`config.mk`:
```
export PLATFORM = sky130hd
export DESIGN_NAME = byte_serial_accumulator_flat
export DESIGN_NICKNAME = d
export VERILOG_FILES = /design/src/rtl/byte_serial_accumulator_if.sv /design/src/rtl/byte_serial_accumulator.sv /design/src/flat_wrapper.sv
export SDC_FILE = /design/constraint.sdc
export NUM_CORES = 1
export LEC_CHECK = 0
export BUFFER_PORTS_ARGS = -buffer_cell sky130_fd_sc_hd__buf_4
export CELL_PAD_IN_SITES_DETAIL_PLACEMENT = 0
export CELL_PAD_IN_SITES_GLOBAL_PLACEMENT = 1
export CORE_MARGIN = 3
export CORE_UTILIZATION = 30
export DETAILED_ROUTE_END_ITERATION = 10
export PLACE_DENSITY_LB_ADDON = 0.1
export SLEW_MARGIN = 20
export SYNTH_ARGS = -nofsm -noshare
export SYNTH_HDL_FRONTEND = slang
export SYNTH_SLANG_ARGS = --single-unit
```
`constraint.sdc`:
```
create_clock -name clk -period 3.45 [get_ports clk]
set_input_delay 0.69 -clock clk [delete_from_list [all_inputs] [get_ports clk]]
set_output_delay 0.69 -clock clk [all_outputs]
set_load 0.02 [all_outputs]
```
`src/rtl/byte_serial_accumulator_if.sv`:
```
// Pin-side bundle for byte_serial_accumulator: operand/command inputs and readback outputs.
// master = host driving commands, slave = the accumulator.
interface byte_serial_accumulator_if #(
  parameter int unsigned NBYTES = 4
);
  localparam int unsigned SELW = $clog2(NBYTES);

  logic [7:0]      din;
  logic            din_valid;
  logic            start;
  logic            clear;
  logic            sub;
  logic [SELW-1:0] rd_sel;
  logic [7:0]      dout;
  logic            busy;
  logic            done;
  logic            carry_out;

  modport master (
    output din, din_valid, start, clear, sub, rd_sel,
    input  dout, busy, done, carry_out
  );

  modport slave (
    input  din, din_valid, start, clear, sub, rd_sel,
    output dout, busy, done, carry_out
  );
endinterface

```
`src/rtl/byte_serial_accumulator.sv`:
```
// Byte-serial NBYTES-wide accumulator sharing one 8-bit adder, LSB-first with a carry flop.
// Define BYTE_ACC_SUB_EN to enable subtraction (inverted operand, initial carry of 1).
module byte_serial_accumulator #(
  parameter int unsigned NBYTES = 4
) (
  input logic                     clk,
  input logic                     rst_n,
  byte_serial_accumulator_if.slave bus
);
  localparam int unsigned SELW = $clog2(NBYTES);

  localparam logic StIdle = 1'b0;
  localparam logic StRun  = 1'b1;

  logic                   state_q, state_d;
  logic [NBYTES-1:0][7:0] acc_q, acc_d;
  logic [NBYTES-1:0][7:0] op_q, op_d;
  logic [SELW-1:0]        idx_q, idx_d;
  logic                   carry_q, carry_d;
  logic                   carry_out_q, carry_out_d;
  logic                   done_q, done_d;

  logic [7:0] acc_byte;
  logic [7:0] op_byte;
  logic [7:0] addend;
  logic [8:0] sum;
  logic       last_byte;
  logic       start_carry;
  logic [7:0] dout_w;

`ifdef BYTE_ACC_SUB_EN
  logic sub_q, sub_d;

  assign addend      = sub_q ? ~op_byte : op_byte;
  assign start_carry = bus.sub;
`else
  // sub has no effect in the add-only build.
  logic unused_sub;

  assign unused_sub  = bus.sub;
  assign addend      = op_byte;
  assign start_carry = 1'b0;
`endif

  assign acc_byte  = acc_q[idx_q];
  assign op_byte   = op_q[idx_q];
  assign sum       = {1'b0, acc_byte} + {1'b0, addend} + {8'h00, carry_q};
  assign last_byte = (idx_q == SELW'(NBYTES - 1));

  always_comb begin
    state_d     = state_q;
    acc_d       = acc_q;
    op_d        = op_q;
    idx_d       = idx_q;
    carry_d     = carry_q;
    carry_out_d = carry_out_q;
    done_d      = 1'b0;
`ifdef BYTE_ACC_SUB_EN
    sub_d       = sub_q;
`endif

    case (state_q)
      StIdle: begin
        if (bus.clear) begin
          acc_d       = '0;
          op_d        = '0;
          carry_out_d = 1'b0;
        end else if (bus.start) begin
          state_d = StRun;
          idx_d   = '0;
          carry_d = start_carry;
`ifdef BYTE_ACC_SUB_EN
          sub_d   = bus.sub;
`endif
        end else if (bus.din_valid) begin
          // New bytes enter at the top so the first byte written ends up as the LSB.
          op_d = {bus.din, op_q[NBYTES-1:1]};
        end
      end
      StRun: begin
        acc_d[idx_q] = sum[7:0];
        carry_d      = sum[8];
        idx_d        = idx_q + SELW'(1);
        if (last_byte) begin
          carry_out_d = sum[8];
          state_d     = StIdle;
          done_d      = 1'b1;
        end
      end
      default: state_d = StIdle;
    endcase
  end

  always_ff @(posedge clk or negedge rst_n) begin
    if (!rst_n) begin
      state_q     <= StIdle;
      acc_q       <= '0;
      op_q        <= '0;
      idx_q       <= '0;
      carry_q     <= 1'b0;
      carry_out_q <= 1'b0;
      done_q      <= 1'b0;
    end else begin
      state_q     <= state_d;
      acc_q       <= acc_d;
      op_q        <= op_d;
      idx_q       <= idx_d;
      carry_q     <= carry_d;
      carry_out_q <= carry_out_d;
      done_q      <= done_d;
    end
  end

`ifdef BYTE_ACC_SUB_EN
  always_ff @(posedge clk or negedge rst_n) begin
    if (!rst_n) begin
      sub_q <= 1'b0;
    end else begin
      sub_q <= sub_d;
    end
  end
`endif

  // Readback is live, so partially updated bytes are visible while running.
  always_comb begin
    dout_w = 8'h00;
    if (32'(bus.rd_sel) < NBYTES) begin
      dout_w = acc_q[bus.rd_sel];
    end
  end

  assign bus.dout      = dout_w;
  assign bus.busy      = (state_q == StRun);
  assign bus.done      = done_q;
  assign bus.carry_out = carry_out_q;

endmodule

```
`src/flat_wrapper.sv`:
```
// flat-port wrapper written by rule: the top's interface ports become plain ports
module byte_serial_accumulator_flat 
#(
  parameter int unsigned NBYTES = 4
)
  (clk, rst_n, bus_din, bus_din_valid, bus_start, bus_clear, bus_sub, bus_rd_sel, bus_dout, bus_busy, bus_done, bus_carry_out);
  byte_serial_accumulator_if #(.NBYTES(NBYTES)) bus_i ();
  input logic clk;
  input logic rst_n;
  input wire logic [$bits(bus_i.din)-1:0] bus_din;
  input wire logic [$bits(bus_i.din_valid)-1:0] bus_din_valid;
  input wire logic [$bits(bus_i.start)-1:0] bus_start;
  input wire logic [$bits(bus_i.clear)-1:0] bus_clear;
  input wire logic [$bits(bus_i.sub)-1:0] bus_sub;
  input wire logic [$bits(bus_i.rd_sel)-1:0] bus_rd_sel;
  output wire logic [$bits(bus_i.dout)-1:0] bus_dout;
  output wire logic [$bits(bus_i.busy)-1:0] bus_busy;
  output wire logic [$bits(bus_i.done)-1:0] bus_done;
  output wire logic [$bits(bus_i.carry_out)-1:0] bus_carry_out;
  assign bus_i.din = bus_din;
  assign bus_i.din_valid = bus_din_valid;
  assign bus_i.start = bus_start;
  assign bus_i.clear = bus_clear;
  assign bus_i.sub = bus_sub;
  assign bus_i.rd_sel = bus_rd_sel;
  assign bus_dout = bus_i.dout;
  assign bus_busy = bus_i.busy;
  assign bus_done = bus_i.done;
  assign bus_carry_out = bus_i.carry_out;
  byte_serial_accumulator #(.NBYTES(NBYTES)) u_core (.clk(clk), .rst_n(rst_n), .bus(bus_i));
endmodule
```
Yosys cells after proc, flatten, opt, wreduce, memory -nomap -nowiden
Cells that the tools add are included.
{ "word_totals": {"out_inout_bits": 11, "wordCells": 60, "register_bits": 70} }
{ "classes": {"magnitude_cmp": 3, "add_sub_neg": 3, "muxes": 29, "bitwise_logic": 1, "n_eq_ne": 6, "n_reduce_logical": 5} }
{ "ops": {"columns": ["cell", "count"], "rows": [
  ["$mux 32", 4],
  ["$pmux 32 s2", 1],
  ["$bmux 8 s2", 3],
  ["$bwmux 32", 1],
  ["$mux 8", 4],
  ["$demux 8 s2", 1],
  ["$add 8x8->9", 1],
  ["$add 9x1->9", 1],
  ["$mux 1", 9],
  ["$ne 2x2->1 const B", 4],
  ["$lt 2x3->1 const B", 2],
  ["$pmux 1 s2", 3],
  ["$mux 2", 2],
  ["$pmux 2 s2", 1],
  ["$reduce_and 2->1", 2],
  ["$reduce_and 3->1", 1],
  ["$add 2x1->2 const B", 1],
  ["$eq 2x2->1 const B", 1],
  ["$ge 2x1->1 const B", 1],
  ["$ne 2x1->1 const B", 1],
  ["$reduce_bool 2->1", 1],
  ["$logic_and 1x1->1", 1],
  ["$not 1->1", 1]
]} }

Depth between registers and ports, before layout
Gate-level depths: netlist of run 1.
{ "depth": {"ltp_word": 6, "depth_mapped": 10, "depth_no_buf": 9} }

Least setup slack after synthesis of run 1
OpenSTA, ideal clock, no wires.
{ "synth_path": {"path_type": "reg-to-reg", "start": "reg u_core.idx_q[0]", "end": "reg u_core.acc_q[30] (netlist name)", "path_buffers": 1, "setup_time_ps": 140, "path_stages_with_launch": 11, "arrival_ps": 2479, "setup_slack_ps": 830, "required_ps": 3310, "cell_sequence": "dfrtp_1 -> buf_4 -> mux4_2 -> fa_1 -> inv_1 -> fa_1 -> nor2b_1 -> nor3_1 -> o21a_1 -> xor2_1 -> o221ai_1"} }
{ "synth_via": {"elab_chain_len": 6} }
{ "synth_lines": {"columns": ["item", "line", "rtl"], "rows": [
  ["start, declared", "byte_serial_accumulator.sv:18", "logic [SELW-1:0] idx_q, idx_d;"],
  ["start signal, assigned", "byte_serial_accumulator.sv:107", "idx_q <= idx_d;"],
  ["$bmux 8 s2 (tied with other cells)", "byte_serial_accumulator.sv:45", "assign acc_byte = acc_q[idx_q];"],
  ["$mux 8 (not written as such) (tied with other cells)", "byte_serial_accumulator.sv:45", null],
  ["$add 8x8->9 or $mux 8 (tied branches)", "byte_serial_accumulator.sv:47, byte_serial_accumulator.sv:81", null],
  ["$add 9x1->9 or $demux 8 s2 (tied branches)", null, null],
  ["$bwmux 32 (*)", "byte_serial_accumulator.sv:81", "acc_d[idx_q] = sum[7:0];"],
  ["$pmux 32 s2 (*)", "byte_serial_accumulator.sv:62", "case (state_q)"],
  ["end signal, assigned", "byte_serial_accumulator.sv:97", "acc_q <= '0;"],
  ["end signal, assigned", "byte_serial_accumulator.sv:105", "acc_q <= acc_d;"],
  ["end, declared", "byte_serial_accumulator.sv:16", "logic [NBYTES-1:0][7:0] acc_q, acc_d;"]
]} }
Mark *: on every way between the ends. The rest lies on a longest branch, timed or not. The select of a mux whose other input is x is not followed.
A chain may end at the register's enable or synchronous reset.

Worst setup path in the final report of run 1
Same ends and word-level chain as after synthesis.

==> results of run 1 <==
==> layout make-up <==
class	instances	area, um^2
multi-input cells	192	1760
well taps	143	178.9
fillers	1158	7301
repair buffers	35	275.3
clock buffers	12	246.5
clock inverters	4	70.07
flip-flops and latches	70	1752
inverters	8	30.03
==> power by group <==
group | internal, mW | total [mW] | leakage (nW) | switching, mW
logic | 0.571 | 1.33 | 0.826 | 0.761
registers | 1.01 | 1.18 | 0.961 | 0.174
clock network | 0.650 | 0.991 | 0.157 | 0.341
==> cells by family after synthesis <==
logic type,count (synthesis),share of synthesized area
buffers and inverters,30,0.03543
adders and majority gates,13,0.04885
muxes,33,0.1734
DFF,70,0.4816
AOI/OAI and AO/OA,94,0.1916
and+or+nand+nor,46,0.05264
xor gates and xnor gates,6,0.01652
==> registers in the layout (all words and copies together), names as in the netlist <==
signal / count
u_core.acc_q: 32
u_core.op_q: 32
u_core.idx_q: 2
u_core.bus.busy: 1
u_core.bus.carry_out: 1
u_core.bus.done: 1
u_core.carry_q: 1
==> cell usage in the layout, fill, tap and decap left out, drive strengths merged <==
cell,n
a211oi,1
a21o,1
a21oi,8
a22o,35
a32o,9
and2,1
buf,35
bufinv,2
clkbuf,12
clkinv,2
dfrtp,70
fa,2
ha,11
inv,8
mux2i,9
mux4,24
nand2,32
nand2b,1
nand3,2
nor2,6
nor2b,3
nor3,1
o211ai,3
o21a,2
o21ai,34
o221ai,1
xnor2,3
xor2,3
==> worst min-delay path by stage <==
stage | start | to | slack (ns) | cells after the start
CTS | u_core.acc_q[21] | u_core.acc_q[21] | 0.50 | 2
detailed placement | u_core.acc_q[21] | u_core.acc_q[21] | 0.49 | 2
global placement | u_core.op_q[5] | u_core.op_q[5] | 0.48 | 1
global route | u_core.op_q[2] | u_core.op_q[2] | 0.53 | 1
floorplan | rst_n | u_core.acc_q[0] | 0.39 | 0
finish | rst_n | u_core.acc_q[0] | 0.49 | 1
==> layer usage <==
layer | global-route usage | vias to the layer above | share of wire
met5 | 0 | - | 0
met1 | 0.2017 | 1281 | 0.49
met2 | 0.2202 | 46 | 0.46
met4 | 0.04254 | 0 | 0.012
met3 | 0.03990 | 9 | 0.032
li1 | - | 1151 | -
==> metrics by stage <==
stage                 util  cells  power [mW]  worst slack, ns  hold slack (ns)
global route        0.3714    464       3.733           0.1228           0.5266
global placement    0.3441    448       2.548           0.3367           0.4826
finish              0.3714    464       3.501           0.3218           0.4857
detailed placement  0.3441    448       2.553           0.2898           0.4860
floorplan                -    292       2.067           0.8304           0.3944
CTS                 0.3714    464       3.560           0.2741           0.4981
==> summary.log, run 1 <==
qor: worst_setup_path.reg2regPathDepth 9
qor: timing.worst_slew_pin_slew 0.9316 ns
qor: synthesis.synth.distinct_cells 34
qor: worst_setup_path.critPathArrivalTime 3.32 ns
qor: global_routing.grt_overflow 0
qor: worst_setup_path.critical_path.startpoint_type flip-flop
qor: clock_network.cts_max_level 3
qor: timing.worst_clock_skew 0.004459 ns
qor: worst_setup_path.worst_r2r_endpoint u_core.acc_q[30]
qor: clock_network.cts.clk_slew.worst_paths 0.06 ns
qor: synthesis.yosys.area.top_type_share 0.4816
qor: final_layout.layout_cells_sized_above_1 0.2555
qor: clock_network.clkLatencyLatePin 0.33 ns
qor: synthesis.biggest_area_contributors_in_the_synthesized_netlist sky130_fd_sc_hd__dfrtp_1 (48%), sky130_fd_sc_hd__mux4_2 (15%), sky130_fd_sc_hd__a22o_1 (8.2%), sky130_fd_sc_hd__o21ai_0 (4.4%), sky130_fd_sc_hd__ha_1 (3.8%)
qor: synthesis.yosys_warnings 0
qor: synthesis.mappedNetlistArea 3637 um^2
qor: final_layout.syn2layout_area_growth 18.58%
qor: timing.maxSlewViolCount 0
qor: run.drv.max_cap_violation_count 0
qor: run_status.status finished clean
qor: synthesis.leading_area_contributor_after_synthesis sky130_fd_sc_hd__dfrtp_1
qor: final_layout.finish.net_count 345
qor: final_layout.antenna_cells 0
qor: detailed_routing.number_of_design_rule_violations_left_by_the_first_detailed_router_iteration 118
qor: synthesis.synth_fp_nets 321
qor: timing.rsz0062_at_grt no
qor: global_routing.largest_net_degree_at_the_start_of_global_routing 71
qor: synthesis.synth_area_per_cell 12.46 um^2
qor: worst_setup_path.worstPathBufferInverterCount 1
qor: worst_setup_path.crit_cells 9
qor: worst_setup_path.critPathCapture u_core.acc_q[30]
qor: die.ioPinCount 27
qor: die.die-area 13480 um^2
qor: global_routing.antenna_found_initial 0
qor: detailed_routing.route.detailed.drc 0
qor: synthesis.proportion_of_synthesized_chip_area_in_sequential_cells 0.4816
qor: detailed_routing.route.vias.total 2487
qor: worst_setup_path.criticalPathCategory reg2reg
qor: worst_setup_path.rrSetupSlack 0.32 ns
qor: clock_network.cts_buffers 9
qor: worst_setup_path.cp-startpoint u_core.idx_q[0]
qor: synthesis.synth_enable_flop_cells 0
qor: worst_setup_path.crit_family adder cells
qor: worst_setup_path.cp_cell_sequence mux4_2, fa_1, inv_1, fa_1, nor2b_1, nor3_1, o21a_1, xor2_1, o221ai_1
qor: die.starting_density 0.3132
qor: detailed_routing.final_wl 8.900 mm
qor: timing.maxSlewHeadroom 0.3789
qor: placement.placed_cell_area 3996 um^2
qor: synthesis.asyncSetResetFlopFracSynth 1.000
qor: die.chipWidth 116.1 um
qor: global_routing.first_global_vias 2576
qor: global_routing.grt_first_pass_wirelength 14.52 mm
qor: placement.hpwl 5.953 mm
qor: worst_setup_path.crit_top_cell sky130_fd_sc_hd__fa_1
qor: timing.final-setup-viol-count 0
qor: die.core_region_area 11610 um^2
qor: timing.fmaxAchievable 0.3197 GHz
qor: die.fp-row-count 39
qor: clock_network.cts.root.buffer_cell sky130_fd_sc_hd__clkbuf_16
qor: timing.hold_viol 0
qor: power.peakVddDrop 0.3184 mV
qor: placement.io_port_bufs 25
qor: final_layout.finish.instance_area 4313 um^2
qor: clock_network.clkSinkCount 70
qor: synthesis.dominantRegCellSynth sky130_fd_sc_hd__dfrtp_1
qor: synthesis.post_synth_inst_count 292
qor: worst_setup_path.crit_path_top_delay_cell sky130_fd_sc_hd__dfrtp_1
qor: detailed_routing.drt-vias-per-instance 5.360
qor: detailed_routing.first_pass_iters 4
qor: synthesis.synthesized_flop_and_latch_total 70
qor: synthesis.yosys.cell_count.top_type sky130_fd_sc_hd__dfrtp_1
qor: worst_setup_path.cp_data_required_time 3.64 ns
qor: clock_network.postCtsResizedCells 0
qor: detailed_routing.routed_wire_length_per_instance 19.18 um
qor: global_routing.gr-usage-all-layers 0.1442
qor: worst_setup_path.critical_path.max_stage_delay 0.67 ns
qor: synthesis.synth.cells.most_frequent sky130_fd_sc_hd__dfrtp_1 (70), sky130_fd_sc_hd__a22o_1 (34), sky130_fd_sc_hd__nand2_1 (32), sky130_fd_sc_hd__o21ai_0 (32), sky130_fd_sc_hd__mux4_2 (24)
qor: placement.place_congestion 0.7310
qor: die.chipHeight 116.1 um
qor: clock_network.cts_tree built
qor: power.power_per_cell_area 811.8 nW/um^2
qor: worst_setup_path.worstReg2RegStart u_core.idx_q[0]
qor: power.leakage 1.943 nW
qor: timing.setup_tns 0 ns
qor: timing.post-route-period-util 0.9067
qor: worst_setup_path.endpoint_kind flip-flop
qor: clock_network.cts_setup_buffers 0
qor: min_path.holdCritPathClass in2async
qor: detailed_routing.postRouteAntennaNets 0
qor: clock_network.clock_path_buffers 2
qor: timing.final_period_minus_worst_setup_slack 3.128 ns
qor: clock_network.post_cts_hold_buffer_count 0
qor: worst_setup_path.worstPathMaxFanout 9
(Power assumes the default switching activity.)
==> run 2: changes to the inputs <==
--- a/config.mk
+++ b/config.mk
@@ -5,13 +5,14 @@
 export SDC_FILE = /design/constraint.sdc
 export NUM_CORES = 1
 export LEC_CHECK = 0
+export ABC_AREA = 1
 export BUFFER_PORTS_ARGS = -buffer_cell sky130_fd_sc_hd__buf_4
 export CELL_PAD_IN_SITES_DETAIL_PLACEMENT = 0
 export CELL_PAD_IN_SITES_GLOBAL_PLACEMENT = 1
 export CORE_MARGIN = 3
 export CORE_UTILIZATION = 30
 export DETAILED_ROUTE_END_ITERATION = 10
-export PLACE_DENSITY_LB_ADDON = 0.1
+export PLACE_DENSITY = 0.56
 export SLEW_MARGIN = 20
 export SYNTH_ARGS = -nofsm -noshare
 export SYNTH_HDL_FRONTEND = slang
==> run 2 against run 1 <==
  * Clock power rose by 16%
  * Register-to-register slack improved by 0.49 ns
  * Clock-buffer cell count fell by 2
  * Synthesized cell count rose by 60%
  * Sequential power barely moved
  * Area after synthesis rose by 4.0%
  * Critical path type unchanged
  * Critical endpoint is now u_core.acc_q[4]
  * Largest cell class is now flip-flops and latches
  * Largest power group unchanged
==> summary.log, run 2 <==
qor: detailed_routing.first_pass_iters 4
qor: worst_setup_path.worstPathMaxFanout 23
qor: final_layout.layout_cells_sized_above_1 0.1253
qor: worst_setup_path.rrSetupSlack 0.82 ns
qor: synthesis.synth.cells.most_frequent sky130_fd_sc_hd__nand2_1 (107), sky130_fd_sc_hd__dfrtp_1 (70), sky130_fd_sc_hd__o21ai_0 (62)
qor: worst_setup_path.worst_r2r_endpoint u_core.acc_q[4]
qor: worst_setup_path.worstReg2RegStart u_core.idx_q[0]
qor: timing.hold_viol 0
qor: synthesis.yosys.area.top_type_share 0.4630
qor: die.fp-row-count 40
qor: timing.final_period_minus_worst_setup_slack 2.633 ns
qor: min_path.holdCritPathClass reg2reg
qor: placement.place_congestion 0.7943
qor: detailed_routing.postRouteAntennaNets 0
qor: detailed_routing.routed_wire_length_per_instance 15.65 um
qor: global_routing.grt_first_pass_wirelength 17.22 mm
qor: synthesis.synth_fp_nets 495
qor: final_layout.layout.cells.most_common_list sky130_fd_sc_hd__nand2_1 (107), sky130_fd_sc_hd__dfrtp_1 (70), sky130_fd_sc_hd__o21ai_0 (62), sky130_fd_sc_hd__inv_1 (45), sky130_fd_sc_hd__nand3_1 (34)
qor: power.peakVddDrop 0.3853 mV
qor: synthesis.synth.distinct_cells 29
qor: timing.rsz0062_at_grt no
qor: synthesis.post_synth_inst_count 466
qor: synthesis.proportion_of_synthesized_chip_area_in_sequential_cells 0.4630
qor: final_layout.finish.net_count 519
qor: power.clock_power_share 0.257
qor: detailed_routing.final_wl 10.38 mm
qor: detailed_routing.number_of_design_rule_violations_left_by_the_first_detailed_router_iteration 182
qor: clock_network.clock_path_buffers 2
qor: timing.post-route-period-util 0.7633
qor: worst_setup_path.criticalPathCategory reg2reg
qor: global_routing.first_global_vias 3232
qor: final_layout.antenna_cells 0
qor: synthesis.synth_area_per_cell 8.119 um^2
qor: detailed_routing.route.met2.wl 4.863 mm
qor: placement.hpwl 7.037 mm
qor: min_path.hold_path_startpoint u_core.bus.carry_out
qor: detailed_routing.route.detailed.drc 0
qor: power.p_int 2.514 mW
qor: timing.fin_ws 0.8167 ns
qor: detailed_routing.route.vias.total 3202
qor: final_layout.syn2layout_area_growth 18.49%
qor: clock_network.cts.clk_slew.worst_paths 0.06 ns
qor: clock_network.clkSinkCount 70
qor: placement.pre_cts_slack 0.8023 ns
qor: clock_network.cts.root.buffer_cell sky130_fd_sc_hd__clkbuf_16
qor: synthesis.yosys.cell_count.top_type sky130_fd_sc_hd__nand2_1
qor: clock_network.cts_setup_buffers 0
qor: power.seq_power_share 0.269
qor: synthesis.asyncSetResetFlopFracSynth 1.000
qor: min_path.holdPathEnd u_core.bus.carry_out
qor: global_routing.antenna_found_initial 0
qor: clock_network.cts_max_level 3
qor: worst_setup_path.critical_path.startpoint_type flip-flop
qor: power.comb_power_share 0.474
qor: synthesis.biggest_area_contributors_in_the_synthesized_netlist sky130_fd_sc_hd__dfrtp_1 (46%), sky130_fd_sc_hd__nand2_1 (11%), sky130_fd_sc_hd__o21ai_0 (8.2%), sky130_fd_sc_hd__o22ai_1 (5.1%), sky130_fd_sc_hd__nand3_1 (4.5%)
qor: worst_setup_path.worstPathBufferInverterCount 3
qor: synthesis.synthesized_flop_and_latch_total 70
qor: synthesis.leading_area_contributor_after_synthesis sky130_fd_sc_hd__dfrtp_1
qor: worst_setup_path.cp_data_required_time 3.72 ns
qor: die.core_region_area 12160 um^2
qor: power.leakage 2.156 nW
qor: clock_network.clkLatencyLatePin 0.33 ns
qor: run.drv.max_cap_violation_count 0
qor: clock_network.postCtsResizedCells 0
qor: global_routing.largest_net_degree_at_the_start_of_global_routing 71
qor: detailed_routing.met3RoutedLength 332 um
qor: timing.fin_worst_hold_slack 0.4851 ns
qor: final_layout.top_regs u_core.acc_q: 32 flops, u_core.op_q: 32 flops, u_core.idx_q: 2 flops
qor: clock_network.cts_buffers 9
qor: min_path.hold_path_depth 2
qor: power.power.switching_fraction 0.4381
qor: synthesis.mappedNetlistArea 3784 um^2
qor: worst_setup_path.critPathArrivalTime 2.90 ns
qor: detailed_routing.routed.top_layer met4
qor: global_routing.grt_overflow 0
qor: worst_setup_path.critical_path.max_stage_delay 0.40 ns
qor: worst_setup_path.crit_path_top_delay_cell sky130_fd_sc_hd__fa_1
qor: synthesis.synth_enable_flop_cells 0
qor: timing.worst_clock_skew 0.004719 ns
qor: synthesis.dominantRegCellSynth sky130_fd_sc_hd__dfrtp_1
qor: timing.maxSlewHeadroom 0.3777
qor: die.ioPinCount 27
qor: placement.io_port_bufs 25
qor: timing.final-setup-viol-count 0
qor: worst_setup_path.endpoint_kind flip-flop
qor: global_routing.gr-usage-all-layers 0.1575
qor: worst_setup_path.crit_family adder cells
qor: timing.setup_tns 0 ns
qor: die.die-area 14000 um^2
qor: final_layout.layout.cells.most_common sky130_fd_sc_hd__nand2_1
qor: die.starting_density 0.3111
qor: timing.maxSlewViolCount 0
qor: die.chipHeight 118.3 um
qor: worst_setup_path.cp_cell_sequence inv_2, o21ai_0, o22ai_1, fa_1, inv_1, fa_1, inv_1, nand3_1, nand3_1, xor2_1, nand2_1, nand2_1
qor: detailed_routing.drt-vias-per-instance 4.830
qor: die.chipWidth 118.3 um
qor: timing.worst_slew_pin_slew 0.9335 ns
qor: power.net-switching-power 1.960 mW
qor: clock_network.cts_tree built
qor: timing.fmaxAchievable 0.3797 GHz
qor: synthesis.yosys_warnings 0
qor: clock_network.post_cts_hold_buffer_count 0
qor: run_status.status finished clean
qor: worst_setup_path.reg2regPathDepth 12
qor: power.power_per_cell_area 998.2 nW/um^2
qor: detailed_routing.detail_route.wirelength.met1 5.073 mm
## run 2: cell types whose count changed after synthesis, sizes merged, moves of 33 or more
| cell | change |
|---|---|
| nand2 | +77 |
| inv | +42 |
| nand3 | +33 |
| o21ai | +34 |
| a22o | -35 |
| nor2 | +33 |
## run 2: through the flow
stage / instance area, um^2 / instances / power [mW] / util
after global placement: 4111 / 647 / 3.355 / 0.3381
final: 4483 / 663 / 4.475 / 0.3686
after detailed placement: 4111 / 647 / 3.371 / 0.3381
after CTS: 4483 / 663 / 4.550 / 0.3686
after global routing: 4483 / 663 / 4.892 / 0.3686
after floorplan: 3784 / 466 / 2.737 / -
## run 2: kinds of logic after synthesis
kind of cell	synth area share
AND/OR/NAND/NOR	0.2189
AO/OA/AOI/OAI	0.1835
flip-flops	0.4630
buffers and inverters	0.08068
adder cells (fa/ha/maj)	0.04696
XOR/XNOR	0.006946
## run 2: how the worst max path moves through the flow
stage	start	to	slack [ns]	cells after the start
6_report	u_core.idx_q[0]	u_core.acc_q[4]	0.82	12
5_1_grt	u_core.idx_q[0]	u_core.acc_q[4]	0.48	12
4_1_cts	u_core.idx_q[0]	u_core.acc_q[28]	0.78	12
3_5_place_dp	u_core.idx_q[0]	u_core.acc_q[28]	0.80	12
3_3_place_gp	u_core.idx_q[0]	u_core.acc_q[28]	0.82	12
2_1_floorplan	u_core.idx_q[0]	u_core.acc_q[28]	1.10	14
## run 2: power by group through the flow
| stage | clock (mW) | combinational, mW | sequential (mW) |
|---|---|---|---|
| after floorplan | 0 | 1.56 | 1.18 |
| after global placement | 0 | 2.14 | 1.22 |
| after detailed placement | 0 | 2.15 | 1.22 |
| after CTS | 1.18 | 2.16 | 1.20 |
| after global routing | 1.22 | 2.44 | 1.23 |
| final | 1.15 | 2.12 | 1.21 |
## run 2: routing by layer
| layer | up-vias | GRT usage |
|---|---|---|
| met3 | 9 | 0.03589 |
| met2 | 45 | 0.2605 |
| met1 | 1540 | 0.2059 |
| li1 | 1608 | - |
| met4 | 0 | 0.04615 |
| met5 | - | 0 |
## run 2: worst reg2reg max path: cells and delay by family, from the launching register on
family,cells,cell delay (ns)
buffers and inverters,3,0.49
XOR/XNOR,1,0.36
AO/OA/AOI/OAI,2,0.37
AND/OR/NAND/NOR,4,0.32
flip-flops,1,0.39
adder cells (fa/ha/maj),2,0.65
## run 2: final cells by class
cell class	count	area (um^2)
fillers	1311	7679
flip-flops and latches	70	1752
multi-input cells	329	1727
clock buffers	10	239.0
repair buffers	30	225.2
well taps	168	210.2
inverters	50	197.7
clock inverters	6	132.6
